[src/rtl/sc_intr_ctrl.sv]
// sc_intr_ctrl: machine-mode trap and interrupt controller for a single-cycle core.
// Holds mstatus/mie/mtvec/mepc/mcause/mip, synchronizes local interrupt lines,
// and decides trap entry, interrupt acknowledgement and fetch redirection.
//
// Ports:
//   clk, clrn                 clock, asynchronous active-low reset
//   irq_in[NUM_IRQ]           asynchronous interrupt request lines
//   instr_valid, pc           current instruction may retire, and its PC
//   exc_req, exc_code         synchronous exception request and cause code
//   mret                      current instruction is MRET
//   csr_en/op/addr/wdata      CSR access (op: 00 read, 01 write, 10 set, 11 clear)
//   csr_rdata, csr_illegal    old CSR value, unimplemented-address flag (combinational)
//   trap_taken, redirect      trap entry this cycle, fetch redirect (combinational)
//   target_pc                 redirect target, 0 when no redirect
//   irq_ack[NUM_IRQ]          one-hot pulse on the channel whose interrupt is taken
module sc_intr_ctrl #(
    parameter int unsigned        NUM_IRQ     = 4,
    parameter int unsigned        SYNC_STAGES = 2,
    parameter logic [NUM_IRQ-1:0] IRQ_EDGE    = '0,
    parameter logic [31:0]        RESET_VEC   = 32'h0000_0000
) (
    input  logic               clk,
    input  logic               clrn,
    input  logic [NUM_IRQ-1:0] irq_in,
    input  logic               instr_valid,
    input  logic [31:0]        pc,
    input  logic               exc_req,
    input  logic [4:0]         exc_code,
    input  logic               mret,
    input  logic               csr_en,
    input  logic [1:0]         csr_op,
    input  logic [11:0]        csr_addr,
    input  logic [31:0]        csr_wdata,
    output logic [31:0]        csr_rdata,
    output logic               csr_illegal,
    output logic               trap_taken,
    output logic               redirect,
    output logic [31:0]        target_pc,
    output logic [NUM_IRQ-1:0] irq_ack
);

    localparam int unsigned IRQ_BASE = 16;
    localparam int unsigned SEL_W    = 4;

    localparam logic [11:0] ADDR_MSTATUS = 12'h300;
    localparam logic [11:0] ADDR_MIE     = 12'h304;
    localparam logic [11:0] ADDR_MTVEC   = 12'h305;
    localparam logic [11:0] ADDR_MEPC    = 12'h341;
    localparam logic [11:0] ADDR_MCAUSE  = 12'h342;
    localparam logic [11:0] ADDR_MIP     = 12'h344;

    // Writable mie bits: one per implemented channel starting at bit 16.
    localparam logic [31:0] IRQ_MASK = ((32'h1 << NUM_IRQ) - 32'h1) << IRQ_BASE;

    logic [SYNC_STAGES-1:0] sync_q [NUM_IRQ];
    logic [NUM_IRQ-1:0]     sync_out;
    logic [NUM_IRQ-1:0]     hist_q;
    logic [NUM_IRQ-1:0]     pend_q;
    logic [NUM_IRQ-1:0]     pend_d;
    logic [NUM_IRQ-1:0]     edge_set;
    logic [NUM_IRQ-1:0]     csr_clr;

    logic        mstatus_mie_q;
    logic        mstatus_mpie_q;
    logic [31:0] mie_q;
    logic [31:0] mtvec_q;
    logic [31:0] mepc_q;
    logic [31:0] mcause_q;

    logic [31:0]      mip;
    logic [31:0]      enabled;
    logic [31:0]      old_val;
    logic [31:0]      new_val;
    logic             legal;
    logic             csr_we;
    logic             int_pend;
    logic             is_int;
    logic             mret_taken;
    logic [SEL_W-1:0] sel;
    logic [4:0]       int_code;
    logic [31:0]      vec_base;

    // Input synchronizers, one shift chain per line.
    always_ff @(posedge clk or negedge clrn) begin
        if (!clrn) begin
            for (int i = 0; i < NUM_IRQ; i++) begin
                sync_q[i] <= '0;
            end
        end else begin
            for (int i = 0; i < NUM_IRQ; i++) begin
                sync_q[i] <= {sync_q[i][SYNC_STAGES-2:0], irq_in[i]};
            end
        end
    end

    always_comb begin
        sync_out = '0;
        for (int i = 0; i < NUM_IRQ; i++) begin
            sync_out[i] = sync_q[i][SYNC_STAGES-1];
        end
    end

    // Edge channels latch a rising synchronizer output; a new edge beats any clear.
    assign edge_set = sync_out & ~hist_q;

    always_comb begin
        csr_clr = '0;
        for (int i = 0; i < NUM_IRQ; i++) begin
            csr_clr[i] = csr_we && (csr_addr == ADDR_MIP) && !new_val[IRQ_BASE+i];
        end
    end

    assign pend_d = (edge_set | (pend_q & ~irq_ack & ~csr_clr)) & IRQ_EDGE;

    always_ff @(posedge clk or negedge clrn) begin
        if (!clrn) begin
            hist_q <= '0;
            pend_q <= '0;
        end else begin
            hist_q <= sync_out;
            pend_q <= pend_d;
        end
    end

    // Pending view: level channels follow the synchronizer, edge channels the latch.
    always_comb begin
        mip = '0;
        for (int i = 0; i < NUM_IRQ; i++) begin
            mip[IRQ_BASE+i] = IRQ_EDGE[i] ? pend_q[i] : sync_out[i];
        end
    end

    assign enabled  = mip & mie_q;
    assign int_pend = mstatus_mie_q & (|enabled);

    // Lowest-numbered enabled pending channel wins.
    always_comb begin
        sel = '0;
        for (int i = int'(NUM_IRQ) - 1; i >= 0; i--) begin
            if (enabled[IRQ_BASE+i]) begin
                sel = SEL_W'(i);
            end
        end
    end

    assign int_code   = 5'(IRQ_BASE) + 5'(sel);
    assign trap_taken = instr_valid & (exc_req | int_pend);
    assign is_int     = trap_taken & ~exc_req;
    assign mret_taken = instr_valid & mret & ~trap_taken;
    assign redirect   = trap_taken | mret_taken;
    assign irq_ack    = is_int ? (NUM_IRQ'(1) << sel) : '0;
    assign vec_base   = {mtvec_q[31:2], 2'b00};

    always_comb begin
        target_pc = '0;
        if (trap_taken) begin
            target_pc = vec_base;
            if (is_int && (mtvec_q[1:0] == 2'b01)) begin
                target_pc = vec_base + {25'b0, int_code, 2'b00};
            end
        end else if (mret_taken) begin
            target_pc = mepc_q;
        end
    end

    // CSR read decode; unimplemented addresses read 0.
    always_comb begin
        legal   = 1'b1;
        old_val = '0;
        case (csr_addr)
            ADDR_MSTATUS: old_val = {24'b0, mstatus_mpie_q, 3'b0, mstatus_mie_q, 3'b0};
            ADDR_MIE:     old_val = mie_q;
            ADDR_MTVEC:   old_val = mtvec_q;
            ADDR_MEPC:    old_val = mepc_q;
            ADDR_MCAUSE:  old_val = mcause_q;
            ADDR_MIP:     old_val = mip;
            default:      legal   = 1'b0;
        endcase
    end

    always_comb begin
        case (csr_op)
            2'b01:   new_val = csr_wdata;
            2'b10:   new_val = old_val | csr_wdata;
            2'b11:   new_val = old_val & ~csr_wdata;
            default: new_val = old_val;
        endcase
    end

    assign csr_rdata   = old_val;
    assign csr_illegal = csr_en & ~legal;
    // A trap in the same cycle cancels the instruction's CSR side effect.
    assign csr_we      = csr_en & legal & (csr_op != 2'b00) & ~trap_taken;

    // Architectural CSR state; trap entry takes precedence over CSR writes and mret.
    always_ff @(posedge clk or negedge clrn) begin
        if (!clrn) begin
            mstatus_mie_q  <= 1'b0;
            mstatus_mpie_q <= 1'b0;
            mie_q          <= '0;
            mtvec_q        <= RESET_VEC;
            mepc_q         <= '0;
            mcause_q       <= '0;
        end else if (trap_taken) begin
            mepc_q         <= pc & ~32'h3;
            mstatus_mpie_q <= mstatus_mie_q;
            mstatus_mie_q  <= 1'b0;
            mcause_q       <= is_int ? {1'b1, 26'b0, int_code} : {27'b0, exc_code};
        end else begin
            if (csr_we) begin
                case (csr_addr)
                    ADDR_MSTATUS: begin
                        mstatus_mie_q  <= new_val[3];
                        mstatus_mpie_q <= new_val[7];
                    end
                    ADDR_MIE:    mie_q    <= new_val & IRQ_MASK;
                    // Reserved modes 2/3 collapse to direct mode.
                    ADDR_MTVEC:  mtvec_q  <= {new_val[31:2], new_val[1] ? 2'b00 : new_val[1:0]};
                    ADDR_MEPC:   mepc_q   <= new_val & ~32'h3;
                    ADDR_MCAUSE: mcause_q <= new_val;
                    default: ;
                endcase
            end
            if (mret_taken) begin
                mstatus_mie_q  <= mstatus_mpie_q;
                mstatus_mpie_q <= 1'b1;
            end
        end
    end

endmodule

[config.mk]
export PLATFORM = sky130hd
export DESIGN_NAME = sc_intr_ctrl
export DESIGN_NICKNAME = d
export VERILOG_FILES = /design/src/rtl/sc_intr_ctrl.sv
export SDC_FILE = /design/constraint.sdc
export NUM_CORES = 1
export LEC_CHECK = 0
export CAP_MARGIN = 20
export CELL_PAD_IN_SITES_DETAIL_PLACEMENT = 0
export CELL_PAD_IN_SITES_GLOBAL_PLACEMENT = 1
export CORE_MARGIN = 4
export CORE_UTILIZATION = 41
export DETAILED_ROUTE_END_ITERATION = 7
export PLACE_DENSITY = 0.93
export RECOVER_POWER = 25
export SLEW_MARGIN = 10
export SYNTH_ARGS = -nofsm -noshare
export SYNTH_HDL_FRONTEND = slang
export SYNTH_SLANG_ARGS = --single-unit
[constraint.sdc]
create_clock -name clk -period 8.6 [get_ports clk]
set_input_delay 1.72 -clock clk [delete_from_list [all_inputs] [get_ports clk]]
set_output_delay 1.72 -clock clk [all_outputs]
set_load 0.02 [all_outputs]
==> results.py <==
metrics = {
    "outcome": {
        "status": "complete, but fails checks",
        "violations": "capacitance limit, slew limit",
    },
    "finish": {
        "area_overhead_vs_synth_pct": 27.1,
        "post_route_cells_drive_above_1_share_pct": 4.84,
        "final_cells": 1279,
        "fill_cells": 1648,
        "layout_common_cells": "sky130_fd_sc_hd__clkdlybuf4s50_1 (154), sky130_fd_sc_hd__nand2_1 (126), sky130_fd_sc_hd__o21ai_0 (113)",
        "antenna-diode-count": 0,
        "layout.cells.most_common": "sky130_fd_sc_hd__clkdlybuf4s50_1",
        "fin_util_pct": 53.8,
        "finish.net_count": 1145,
    },
    "cts": {
        "clkTransAtPathRegs_ns": 0.07,
        "post_cts_setup_buffers": 0,
        "htree_levels": 3,
        "numCtsBuffers": 9,
        "cts_num_sinks": 107,
        "cts_repair_resize_count": 0,
        "cts_hold_buf": 0,
        "worst_skew_pair.late_latency_ns": 0.37,
        "clk_path_buf_depth": 2,
        "clock_tree_from_tritoncts": "yes",
        "cts-root-buf": "sky130_fd_sc_hd__clkbuf_16",
    },
    "timing": {
        "finalHoldViolCount": 0,
        "totalNegativeSetupSlack_ns": 0,
        "final.period_utilization_pct": 81.1,
        "setup_viol_count_final": 0,
        "fin_worst_hold_slack_ns": 0.351,
        "max_freq_mhz": 143,
        "skew_ns": 0.0122,
        "layout_min_cycle_time_ns": 6.97,
        "worstMarginPinSlew_ns": 3.22,
        "report.final.slew_viol_count": 110,
        "setup_repair_after_global_routing_missed_its_margin": "false",
        "slew-limit-headroom_pct": -115,
    },
    "critical_path": {
        "worst_setup_sp_type": "input port",
        "r2r_start": "mie_q[17]$_DFFE_PN0P_",
        "critical_path_required_ns": 6.88,
        "r2r_slack_ns": 4.77,
        "critPathKind": "in2out",
        "timing.reg2reg.worst_path_depth": 8,
        "cp-startpoint": "exc_req",
        "timing.rr.end": "mtvec_q[31]$_DFFE_PN0P_",
        "timing.critical_path.fanout_max": 14,
        "critPathCapture": "target_pc[30]",
        "critical_path.endpoint_type": "output port",
        "timing.critical_path.arrival_ns": 5.25,
    },
    "detailed_routing": {
        "num_vias": 7868,
        "routedWlPerCell_um": 21.6,
        "drt-initial-drc-count": 987,
        "drtPass1Iterations": 6,
        "viasPerCell": 6.15,
        "drc": 0,
        "drt.antenna.violating_nets": 0,
        "total_wirelength_um": 27600,
    },
    "synthesis": {
        "synth.top_cell.area_share_pct": 36.2,
        "synth_sequential_area_ratio_pct": 36.2,
        "postSynthAreaPerCell_um2": 7.90,
        "mappedNetlistArea_um2": 7400,
        "syn_inst": 937,
        "number_of_synthesized_register_bits": 107,
        "async_flop_share_pct": 100,
        "synth_flop_cell": "sky130_fd_sc_hd__dfrtp_1",
        "synth.area.top_cells": "sky130_fd_sc_hd__dfrtp_1 (36%), sky130_fd_sc_hd__o21ai_0 (7.6%), sky130_fd_sc_hd__nand2_1 (6.4%)",
        "synth_top_cell_by_area": "sky130_fd_sc_hd__dfrtp_1",
        "ys_warn_count": 0,
        "yosys.cell_types.count": 67,
        "number_of_synthesized_flops_with_an_enable_pin": 0,
    },
    "grt": {
        "grt_start_max_net_pins": 79,
        "grt.overflow.total": 0,
        "grt_util_all_layers_pct": 26.9,
        "wire_length_of_the_first_global_routing_pass_um": 42800,
        "via_count_of_the_first_global_routing_pass": 7667,
        "antenna_violations_before_repair": 2,
    },
    "min_path": {
        "min_delay_path_depth": 0,
        "hold_start": "sync_q[2]$_DFF_PN0_",
        "worst_hold_path_type": "reg2reg",
    },
    "placed_design": {
        "gp_routability_congestion": 0.924,
        "io_buffers": 159,
        "dp_hpwl_um": 18700,
        "place.detailed.instances": 1263,
    },
    "pwr": {
        "post-layout-total-power_w": 0.00120,
        "max-vdd-ir-drop_mv": 0.108,
        "power_density_nw_per_um2": 127,
        "leakage_nw": 3.66,
    },
    "floorplan": {
        "die_width_um": 142,
        "io-pin-count": 164,
        "num_rows": 48,
        "die_area_um2": 20300,
        "initial_utilization_pct": 42.4,
        "core_area_um2": 17500,
        "die-height_um": 142,
    },
    "run": {
        "drv.max_cap_violation_count": 2,
    },
}
Yosys cell counts, types with 2 or more instances:
cell	number
sky130_fd_sc_hd__nand2_1	126
sky130_fd_sc_hd__o21ai_0	113
sky130_fd_sc_hd__dfrtp_1	107
sky130_fd_sc_hd__a21oi_1	80
sky130_fd_sc_hd__nor2_1	54
sky130_fd_sc_hd__clkbuf_1	47
sky130_fd_sc_hd__o21ai_1	29
sky130_fd_sc_hd__a22oi_1	27
sky130_fd_sc_hd__and3_1	21
sky130_fd_sc_hd__nand3_1	21
sky130_fd_sc_hd__or3_1	21
sky130_fd_sc_hd__buf_2	20
sky130_fd_sc_hd__mux2i_1	19
sky130_fd_sc_hd__nand4_1	18
sky130_fd_sc_hd__o21a_1	18
sky130_fd_sc_hd__inv_1	17
sky130_fd_sc_hd__xor2_1	17
sky130_fd_sc_hd__a22o_1	16
sky130_fd_sc_hd__and3b_1	14
sky130_fd_sc_hd__and2_1	13
sky130_fd_sc_hd__xnor2_1	13
sky130_fd_sc_hd__nor3_1	11
sky130_fd_sc_hd__nor2b_1	10
sky130_fd_sc_hd__a31oi_1	8
sky130_fd_sc_hd__o211ai_1	8
sky130_fd_sc_hd__a222oi_1	7
sky130_fd_sc_hd__a211oi_1	6
sky130_fd_sc_hd__a21o_1	6
sky130_fd_sc_hd__buf_1	4
sky130_fd_sc_hd__buf_4	4
sky130_fd_sc_hd__nor4_1	4
sky130_fd_sc_hd__o2111ai_1	4
sky130_fd_sc_hd__or2_2	4
sky130_fd_sc_hd__a32oi_1	3
sky130_fd_sc_hd__and4_1	3
sky130_fd_sc_hd__o22ai_1	3
sky130_fd_sc_hd__o31ai_1	3
sky130_fd_sc_hd__o32ai_1	3
sky130_fd_sc_hd__a211o_1	2
sky130_fd_sc_hd__a41oi_1	2
sky130_fd_sc_hd__ha_1	2
sky130_fd_sc_hd__inv_2	2
sky130_fd_sc_hd__nor4b_2	2
sky130_fd_sc_hd__or4b_1	2
metal layers:
metal  global-route usage, %  vias to the layer above  part of all wire (%)
met1                    38.1                     3719                    42
met2                    40.8                      452                    45
met4                    9.80                        4                   2.7
met3                    5.48                       60                    10
met5                       0                        -                 0.076
li1                        -                     3633                     -
layout make-up:
| cell class | instances | area, µm² | share of cell area, % |
|---|---|---|---|
| flip-flops and latches | 107 | 2680 | 28.5 |
| repair buffers | 176 | 1710 | 18.2 |
| inverters | 19 | 71.3 | 0.758 |
| clock buffers | 10 | 239 | 2.54 |
| well taps | 225 | 282 | 2.99 |
| clock inverters | 6 | 65.1 | 0.691 |
| multi-input cells | 736 | 4370 | 46.4 |
how the worst min path moves through the flow:
stage                   endpoint  slack [ns]
2_1_floorplan  mip[16]$_DFF_PN0_        0.33
3_3_place_gp   mip[16]$_DFF_PN0_        0.33
3_5_place_dp   mip[17]$_DFF_PN0_        0.34
4_1_cts        mip[17]$_DFF_PN0_        0.35
5_1_grt        mip[16]$_DFF_PN0_        0.36
6_report       mip[18]$_DFF_PN0_        0.35
critical path, stage by stage:
cell and delay [ns]:
sky130_fd_sc_hd__clkdlybuf4s50_1 0.75, sky130_fd_sc_hd__and3b_1 0.38, sky130_fd_sc_hd__o2111ai_1 0.29, sky130_fd_sc_hd__nor4_1 0.83, sky130_fd_sc_hd__nand2_1 0.15, sky130_fd_sc_hd__xor2_1 0.17
sky130_fd_sc_hd__o21ai_0 0.29, sky130_fd_sc_hd__clkdlybuf4s50_1 0.68
report_power, final:
group / internal [W] / switching (W) / total (W)
sequential: 0.000527 / 0.0000209 / 0.000548
combinational: 0.0000950 / 0.000117 / 0.000212
clock: 0.000234 / 0.000204 / 0.000438
flip-flops by register name (all words and copies together), names as in the netlist:
signal and count:
mip 4, mie_q 4, mcause_q 32, mstatus_mpie_q 1, mstatus_mie_q 1, mepc_q 30
mtvec_q 31, sync_q 4
through the flow:
step	instance area, µm²	setup slack, ns
finish	9410	1.63
global route	9410	1.26
global placement	9110	1.70
floorplan	7410	3.38
CTS	9420	1.71
detailed placement	9110	1.71
cell families (layout without fill, tap and decap cells):
family                     count (synthesis)  after routing  share of synthesized area [%]
and+or+nand+nor                          333            333                           22.7
adders and majority gates                  4              4                          0.761
AOI/OAI and AO/OA                        347            347                           28.6
xor gates and xnor gates                  30             30                           3.55
DFF                                      107            107                           36.2
buffers and inverters                     95            211                           5.46
other                                      1              2                         0.0507
muxes                                     20             20                           2.72
Power figures use the tool's default switching activity.
